<file path="src/rtl/vend_pkg.sv">
// Shared types and helpers for the multi-product vending controller.
// Price lists are carried as a fixed-width vector so one helper serves every parameterisation.
package vend_pkg;

  typedef enum logic [1:0] {
    IDLE     = 2'd0,
    CREDIT   = 2'd1,
    DISPENSE = 2'd2,
    CHANGE   = 2'd3
  } vend_state_t;

  localparam int MAX_ITEMS   = 16;
  localparam int MAX_BAL_W   = 16;
  localparam int PRICE_VEC_W = MAX_ITEMS * MAX_BAL_W;

  function automatic int unsigned max_balance(input int unsigned bal_w);
    return (32'd1 << bal_w) - 32'd1;
  endfunction

  function automatic logic [MAX_BAL_W-1:0] price_of(input logic [PRICE_VEC_W-1:0] prices,
                                                    input int unsigned idx,
                                                    input int unsigned bal_w);
    logic [MAX_BAL_W-1:0] mask;
    mask = MAX_BAL_W'(max_balance(bal_w));
    return MAX_BAL_W'(prices >> (idx * bal_w)) & mask;
  endfunction

endpackage

</file>
<file path="src/rtl/vend_stock_bank.sv">
// Per-item stock counters with saturating restock and dispense decrement.
// Only instantiated when VEND_STOCK_EN is defined.
module vend_stock_bank
  import vend_pkg::*;
#(
  parameter int NUM_ITEMS  = 4,
  parameter int STOCK_W    = 4,
  parameter int STOCK_INIT = 3
) (
  input  logic                         clk,
  input  logic                         reset,
  input  logic                         dec,
  input  logic [$clog2(NUM_ITEMS)-1:0] dec_item,
  input  logic                         restock,
  input  logic [$clog2(NUM_ITEMS)-1:0] restock_item,
  input  logic [STOCK_W-1:0]           restock_qty,
  output logic [NUM_ITEMS-1:0]         sold_out
);

  localparam logic [STOCK_W+1:0] STOCK_MAX = (STOCK_W+2)'((1 << STOCK_W) - 1);

  for (genvar i = 0; i < NUM_ITEMS; i++) begin : g_item
    logic [STOCK_W-1:0] cnt;
    logic [STOCK_W-1:0] cnt_nxt;
    logic [STOCK_W+1:0] sum;
    logic               add_hit;
    logic               dec_hit;
    logic               empty_r;

    assign add_hit = restock && (32'(restock_item) == i);
    assign dec_hit = dec && (32'(dec_item) == i);
    // dec only fires on a non-empty item, so the subtraction cannot go below zero
    assign sum     = (STOCK_W+2)'(cnt)
                   + (add_hit ? (STOCK_W+2)'(restock_qty) : '0)
                   - (STOCK_W+2)'(dec_hit);
    assign cnt_nxt = (sum > STOCK_MAX) ? STOCK_MAX[STOCK_W-1:0] : sum[STOCK_W-1:0];

    always_ff @(posedge clk) begin
      if (reset) begin
        cnt     <= STOCK_W'(STOCK_INIT);
        empty_r <= 1'b0;
      end else begin
        cnt     <= cnt_nxt;
        empty_r <= (cnt_nxt == '0);
      end
    end

    assign sold_out[i] = empty_r;
  end

endmodule

</file>
<file path="src/rtl/vend_ctrl_multi.sv">
// Multi-product vending controller: coin credit, selection, dispense and change return.
// Optional per-item stock tracking is enabled by defining VEND_STOCK_EN.
//
// state    | meaning
// IDLE     | no credit, waiting for first coin
// CREDIT   | credit held, accepting coins / selection / cancel
// DISPENSE | dispense pulse active, change decision next
// CHANGE   | change pulse active, returning to IDLE
module vend_ctrl_multi
  import vend_pkg::*;
#(
  parameter int                         NUM_ITEMS  = 4,
  parameter int                         COIN_W     = 3,
  parameter int                         BAL_W      = 6,
  parameter logic [NUM_ITEMS*BAL_W-1:0] PRICES     = {6'd5, 6'd4, 6'd3, 6'd2},
  parameter int                         STOCK_W    = 4,
  parameter int                         STOCK_INIT = 3
) (
  input  logic                         clk,
  input  logic                         reset,
  input  logic [COIN_W-1:0]            coin,
  input  logic                         coin_valid,
  input  logic [$clog2(NUM_ITEMS)-1:0] sel,
  input  logic                         sel_valid,
  input  logic                         cancel,
  input  logic                         restock,
  input  logic [$clog2(NUM_ITEMS)-1:0] restock_item,
  input  logic [STOCK_W-1:0]           restock_qty,
  output logic [NUM_ITEMS-1:0]         dispense,
  output logic [BAL_W-1:0]             change,
  output logic                         change_valid,
  output logic                         coin_reject,
  output logic                         sel_err,
  output logic [BAL_W-1:0]             balance,
  output logic [NUM_ITEMS-1:0]         sold_out
);

  localparam logic [PRICE_VEC_W-1:0] PRICE_VEC = PRICE_VEC_W'(PRICES);
  localparam logic [BAL_W:0]         BAL_MAX   = (BAL_W+1)'(max_balance(BAL_W));

  vend_state_t          state, state_nxt;
  logic [BAL_W-1:0]     bal_nxt, chg_nxt, sel_price;
  logic [NUM_ITEMS-1:0] disp_nxt;
  logic                 cv_nxt, rej_nxt, serr_nxt;
  logic [BAL_W:0]       coin_sum;
  logic                 coin_fits, sel_in_range, accept, accept_fire;
  logic [BAL_W-1:0]     price_tbl [NUM_ITEMS];

  for (genvar i = 0; i < NUM_ITEMS; i++) begin : g_price
    assign price_tbl[i] = BAL_W'(price_of(PRICE_VEC, i, BAL_W));
  end

  assign sel_price    = price_tbl[sel];
  assign sel_in_range = (32'(sel) < NUM_ITEMS);
  assign accept       = sel_valid && sel_in_range && !sold_out[sel] && (balance >= sel_price);
  assign accept_fire  = (state == CREDIT) && !cancel && accept;
  // widened sum so an overflowing coin is refused instead of wrapping
  assign coin_sum     = {1'b0, balance} + (BAL_W+1)'(coin);
  assign coin_fits    = (coin_sum <= BAL_MAX);

  always_ff @(posedge clk) begin
    if (reset) begin
      state        <= IDLE;
      balance      <= '0;
      dispense     <= '0;
      change       <= '0;
      change_valid <= 1'b0;
      coin_reject  <= 1'b0;
      sel_err      <= 1'b0;
    end else begin
      state        <= state_nxt;
      balance      <= bal_nxt;
      dispense     <= disp_nxt;
      change       <= chg_nxt;
      change_valid <= cv_nxt;
      coin_reject  <= rej_nxt;
      sel_err      <= serr_nxt;
    end
  end

  always_comb begin
    state_nxt = state;
    unique case (state)
      IDLE:     if (coin_valid && coin != '0) state_nxt = CREDIT;
      CREDIT:   if (cancel) state_nxt = CHANGE;
                else if (accept) state_nxt = DISPENSE;
      DISPENSE: state_nxt = (balance != '0) ? CHANGE : IDLE;
      CHANGE:   state_nxt = IDLE;
      default:  state_nxt = IDLE;
    endcase
  end

  // change is issued on entry to CHANGE so it lands one cycle after dispense
  always_comb begin
    bal_nxt  = balance;
    disp_nxt = '0;
    chg_nxt  = change;
    cv_nxt   = 1'b0;
    rej_nxt  = 1'b0;
    serr_nxt = 1'b0;
    unique case (state)
      IDLE: begin
        if (coin_valid && coin != '0) bal_nxt = BAL_W'(coin);
        serr_nxt = sel_valid;
      end
      CREDIT: begin
        if (cancel) begin
          rej_nxt = coin_valid;
          cv_nxt  = 1'b1;
          chg_nxt = balance;
          bal_nxt = '0;
        end else if (sel_valid) begin
          rej_nxt = coin_valid;
          if (accept) begin
            disp_nxt = {{(NUM_ITEMS-1){1'b0}}, 1'b1} << sel;
            bal_nxt  = balance - sel_price;
          end else begin
            serr_nxt = 1'b1;
          end
        end else if (coin_valid) begin
          if (coin_fits) bal_nxt = coin_sum[BAL_W-1:0];
          else           rej_nxt = 1'b1;
        end
      end
      DISPENSE: begin
        rej_nxt = coin_valid;
        if (balance != '0) begin
          cv_nxt  = 1'b1;
          chg_nxt = balance;
          bal_nxt = '0;
        end
      end
      CHANGE:  rej_nxt = coin_valid;
      default: ;
    endcase
  end

`ifdef VEND_STOCK_EN
  vend_stock_bank #(
    .NUM_ITEMS  (NUM_ITEMS),
    .STOCK_W    (STOCK_W),
    .STOCK_INIT (STOCK_INIT)
  ) u_stock (
    .clk          (clk),
    .reset        (reset),
    .dec          (accept_fire),
    .dec_item     (sel),
    .restock      (restock),
    .restock_item (restock_item),
    .restock_qty  (restock_qty),
    .sold_out     (sold_out)
  );
`else
  localparam int UNUSED_STOCK_INIT = STOCK_INIT;
  logic unused_stock;
  assign unused_stock = ^{restock, restock_item, restock_qty, accept_fire};
  assign sold_out     = '0;
`endif

endmodule

</file>
<file path="config.mk">
export PLATFORM = sky130hd
export DESIGN_NAME = vend_ctrl_multi
export DESIGN_NICKNAME = d
export VERILOG_FILES = /design/src/rtl/vend_pkg.sv /design/src/rtl/vend_stock_bank.sv /design/src/rtl/vend_ctrl_multi.sv
export SDC_FILE = /design/constraint.sdc
export NUM_CORES = 1
export LEC_CHECK = 0
export ABC_AREA = 1
export BUFFER_PORTS_ARGS = -buffer_cell sky130_fd_sc_hd__clkbuf_2
export CAP_MARGIN = 20
export CORE_MARGIN = 1
export CORE_UTILIZATION = 30
export DETAILED_ROUTE_END_ITERATION = 12
export PLACE_DENSITY = 0.58
export SYNTH_ARGS = -nofsm -noshare
export SYNTH_HDL_FRONTEND = slang
export SYNTH_HIERARCHICAL = 1
export SYNTH_SLANG_ARGS = --single-unit
</file>
<file path="constraint.sdc">
create_clock -name clk -period 3 [get_ports clk]
set_input_delay 0 -clock clk [delete_from_list [all_inputs] [get_ports clk]]
set_output_delay 0 -clock clk [all_outputs]
set_load 0.02 [all_outputs]
</file>
==> summary.txt <==
Cells and area
  • Layout area overhead: 16.82%
  • Nets: about 260
  • Post-Layout Inst Area: 1582 sq um
  • Most frequent cells in the layout: nand2_1 (51), clkbuf_2 (28), inv_1 (24)
  • Fillers: approximately 480
  • Most common cell after layout, fill and taps aside: nand2_1
  • Layout cells sized above 1: a little under a fifth
  • Finished Layout Cells: approximately 280
  • ANT cells: 0

Worst setup path
  • CP Data Arrival Time: 2.72 ns
  • CP max FO: 4
  • Worst setup SP type: flop
  • Slowest stage delay, CP: about 0.54 ns
  • CP max stage cell: dlygate4sd3_1
  • Worst path required time: 3.21 ns
  • Crit Path Category: reg -> reg
  • Worst r2r path cells: 11
  • Critical Path, Cell by Cell: inv_1 > ha_1 > fa_1 > inv_1 > nand2_1 > nand3_2 > o21ai_1 > nor3_1 > nand2_1 > nor2_1 > dlygate4sd3_1
  • Crit. End Element: flop

STA
  • Fin crit share: a little over four fifths
  • Setup violations, final: 0
  • Final Max Slew Viols: 0
  • Fmax: slightly below 400 MHz
  • Unrepaired setup endpoints after global routing: false
  • Final hold vios: 0
  • Clock Skew: ~0.0023 ns
  • Hold Slack: ~0.014 ns
  • Sum of negative setup slack: 0 ns
  • Min cycle time layout: between 2 and 3 ns

Min path
  • Hold path depth: 3
  • Hold WC Path Type: in -> reg

Logic synthesis
  • Yosys warns: 6
  • Synthesized instance count: 197
  • Leading area contributor after synthesis: dfxtp_1
  • Mapped cell area: between 1000 and 1500 sq um
  • FF+latch count, synth: 21
  • Yosys cell types: 26
  • Share of the synthesized area in the top cell type: 31.05%
  • Sequential area share after synthesis: about 31%
  • Synth Area per Inst: 6.872 sq um
  • Synth area leaders: dfxtp_1 (31%), nand2_1 (14%), ha_1 (9.2%)

GRT
  • Largest net degree at the start of global routing: 13
  • First-pass GRT wire length: between 5 and 6 mm
  • Vias in the first global route: 1233
  • Antenna violations before repair: 0
  • GRT overflow: 0
  • All-Layer GR Usage: ~14%

Placed design
  • Placed Instance Area: 1515 sq um
  • IO Port Bufs: 28
  • Dpl cells: approximately 270
  • DP HPWL: ~2.5 mm
  • GPL Wtd Cong: around 0.85

Die
  • Die area: between 4000 and 5000 sq um
  • Starting Density: a little under a third
  • Core area: ~4400 sq um
  • # IOs: 40
  • Die Wd: 69.18 um
  • Die H: 69.18 um
  • Row count: 24

Drt
  • First DRT Iteration DRCs: 62
  • Wire per inst: around 11 um
  • Via count: 1265
  • Pre-Repair DR Iteration Count: 4
  • Via density: 4.550
  • DRC violations left: 0
  • Routed WL: 3.174 mm
  • DRT antenna net count: 0

CTS
  • CTS tree: done
  • CTS resizes: 0
  • Clock slew at reported path FFs: approximately 0.07 ns
  • Total CTS buffers: 3
  • Clock Sinks: 21
  • Worst-Skew Late Latency: 0.26 ns
  • Root buf cell: clkbuf_8
  • H-tree Lvls: 1
  • Max Buffers Root-to-Sink: 2

Job
  • Max-cap violations: 0

Run status
  • Status: complete, no violations

Power and ir drop
  • Pwr dens: 794.7 nW/um^2
  • Leak: ~0.81 nW
  • Max IR drop VDD: between 0.3 and 0.4 mV
==> critical path: cells and delay by family (launching register included) <==
kind	cells	cell delay (ns)
DFF	1	0.41
buffers and inverters	3	0.73
AOI/OAI and AO/OA	1	0.08
adders and majority gates	2	0.59
and+or+nand+nor	5	0.67
==> cell usage after synthesis <==
library cell and number:
nand3_1 16, fa_1 2, nor2_2 3, xor2_1 2, o21ai_0 10, nand2_1 51
conb_1 1, nand4_2 1, clkbuf_1 1, nand4_1 1, inv_2 2, nor2_4 1
ha_1 10, buf_6 1, nor3_1 3, a32oi_1 1, a21boi_0 1, buf_4 4
o21ai_1 2, nand3_2 3, nor2_1 16, a21oi_1 17, a22oi_1 1, inv_1 24
buf_2 2, dfxtp_1 21
==> cell type report <==
cell class | instances | area [sq um] | share of cell area [%]
Clock buffer | 3 | 41.29 | 2.611
Clock inverter | 1 | 5.005 | 0.3165
Inverter | 26 | 97.59 | 6.171
Multi-Input combinational cell | 145 | 792.0 | 50.08
Sequential cell | 21 | 420.4 | 26.58
Tap cell | 52 | 65.06 | 4.114
Timing Repair Buffer | 30 | 160.2 | 10.13
==> sequential cells by signal, summed over array words and instances (netlist names) <==
| signal | flops |
|---|---|
| state | 2 |
| sel_err | 1 |
| change | 6 |
| balance | 6 |
| dispense | 4 |
| coin_reject | 1 |
| change_valid | 1 |
==> metrics by stage <==
| stage | util (%) | power (mW) | setup slack [ns] |
|---|---|---|---|
| after global routing | 36.32 | 1.386 | 0.3169 |
| after floorplan | - | 0.9125 | 1.107 |
| after global placement | 34.80 | 1.071 | 1.029 |
| after detailed placement | 34.80 | 1.074 | 1.014 |
| after CTS | 36.32 | 1.272 | 0.5168 |
| final | 36.32 | 1.257 | 0.4844 |
==> where the power goes <==
group,total (mW),switching [mW],internal [mW]
Combinational,0.676,0.445,0.231
Sequential,0.396,0.0547,0.341
Clock,0.185,0.0925,0.0926
==> layer usage <==
layer	GRT usage, %	vias to the layer above	routed length [um]
met1	17.56	553	1494
met2	24.70	28	1527
li1	-	681	-
met4	1.814	0	11
met3	3.488	3	140
met5	0	-	0
==> worst paths after layout <==
check                  start           to  slack (ns)
hold reg to reg   balance[5]   balance[5]        0.53
setup / recovery  balance[0]  dispense[2]        0.48
setup reg to reg  balance[0]  dispense[2]        0.48
hold / removal        sel[1]  dispense[3]        0.01
==> timing repair <==
item / 4_1_cts / 5_1_grt
endpoints found under the hold margin: 3 / 0
setup buffers: 0 / 0
hold buffers: 2 / 0
setup endpoints to repair: 0 / 0
==> logic make-up (layout without fill, tap and decap cells) <==
kind of cell / count (synthesis) / after routing / share of synthesized area, %
buf+inv: 34 / 60 / 11.28
fa+ha+maj: 12 / 12 / 12.20
flops: 21 / 21 / 31.05
other cells: 1 / 4 / 0.2770
simple gates: 95 / 95 / 31.42
xor+xnor: 2 / 2 / 1.294
compound gates: 32 / 32 / 12.48
Note: power is estimated with default switching activity, not from simulation.
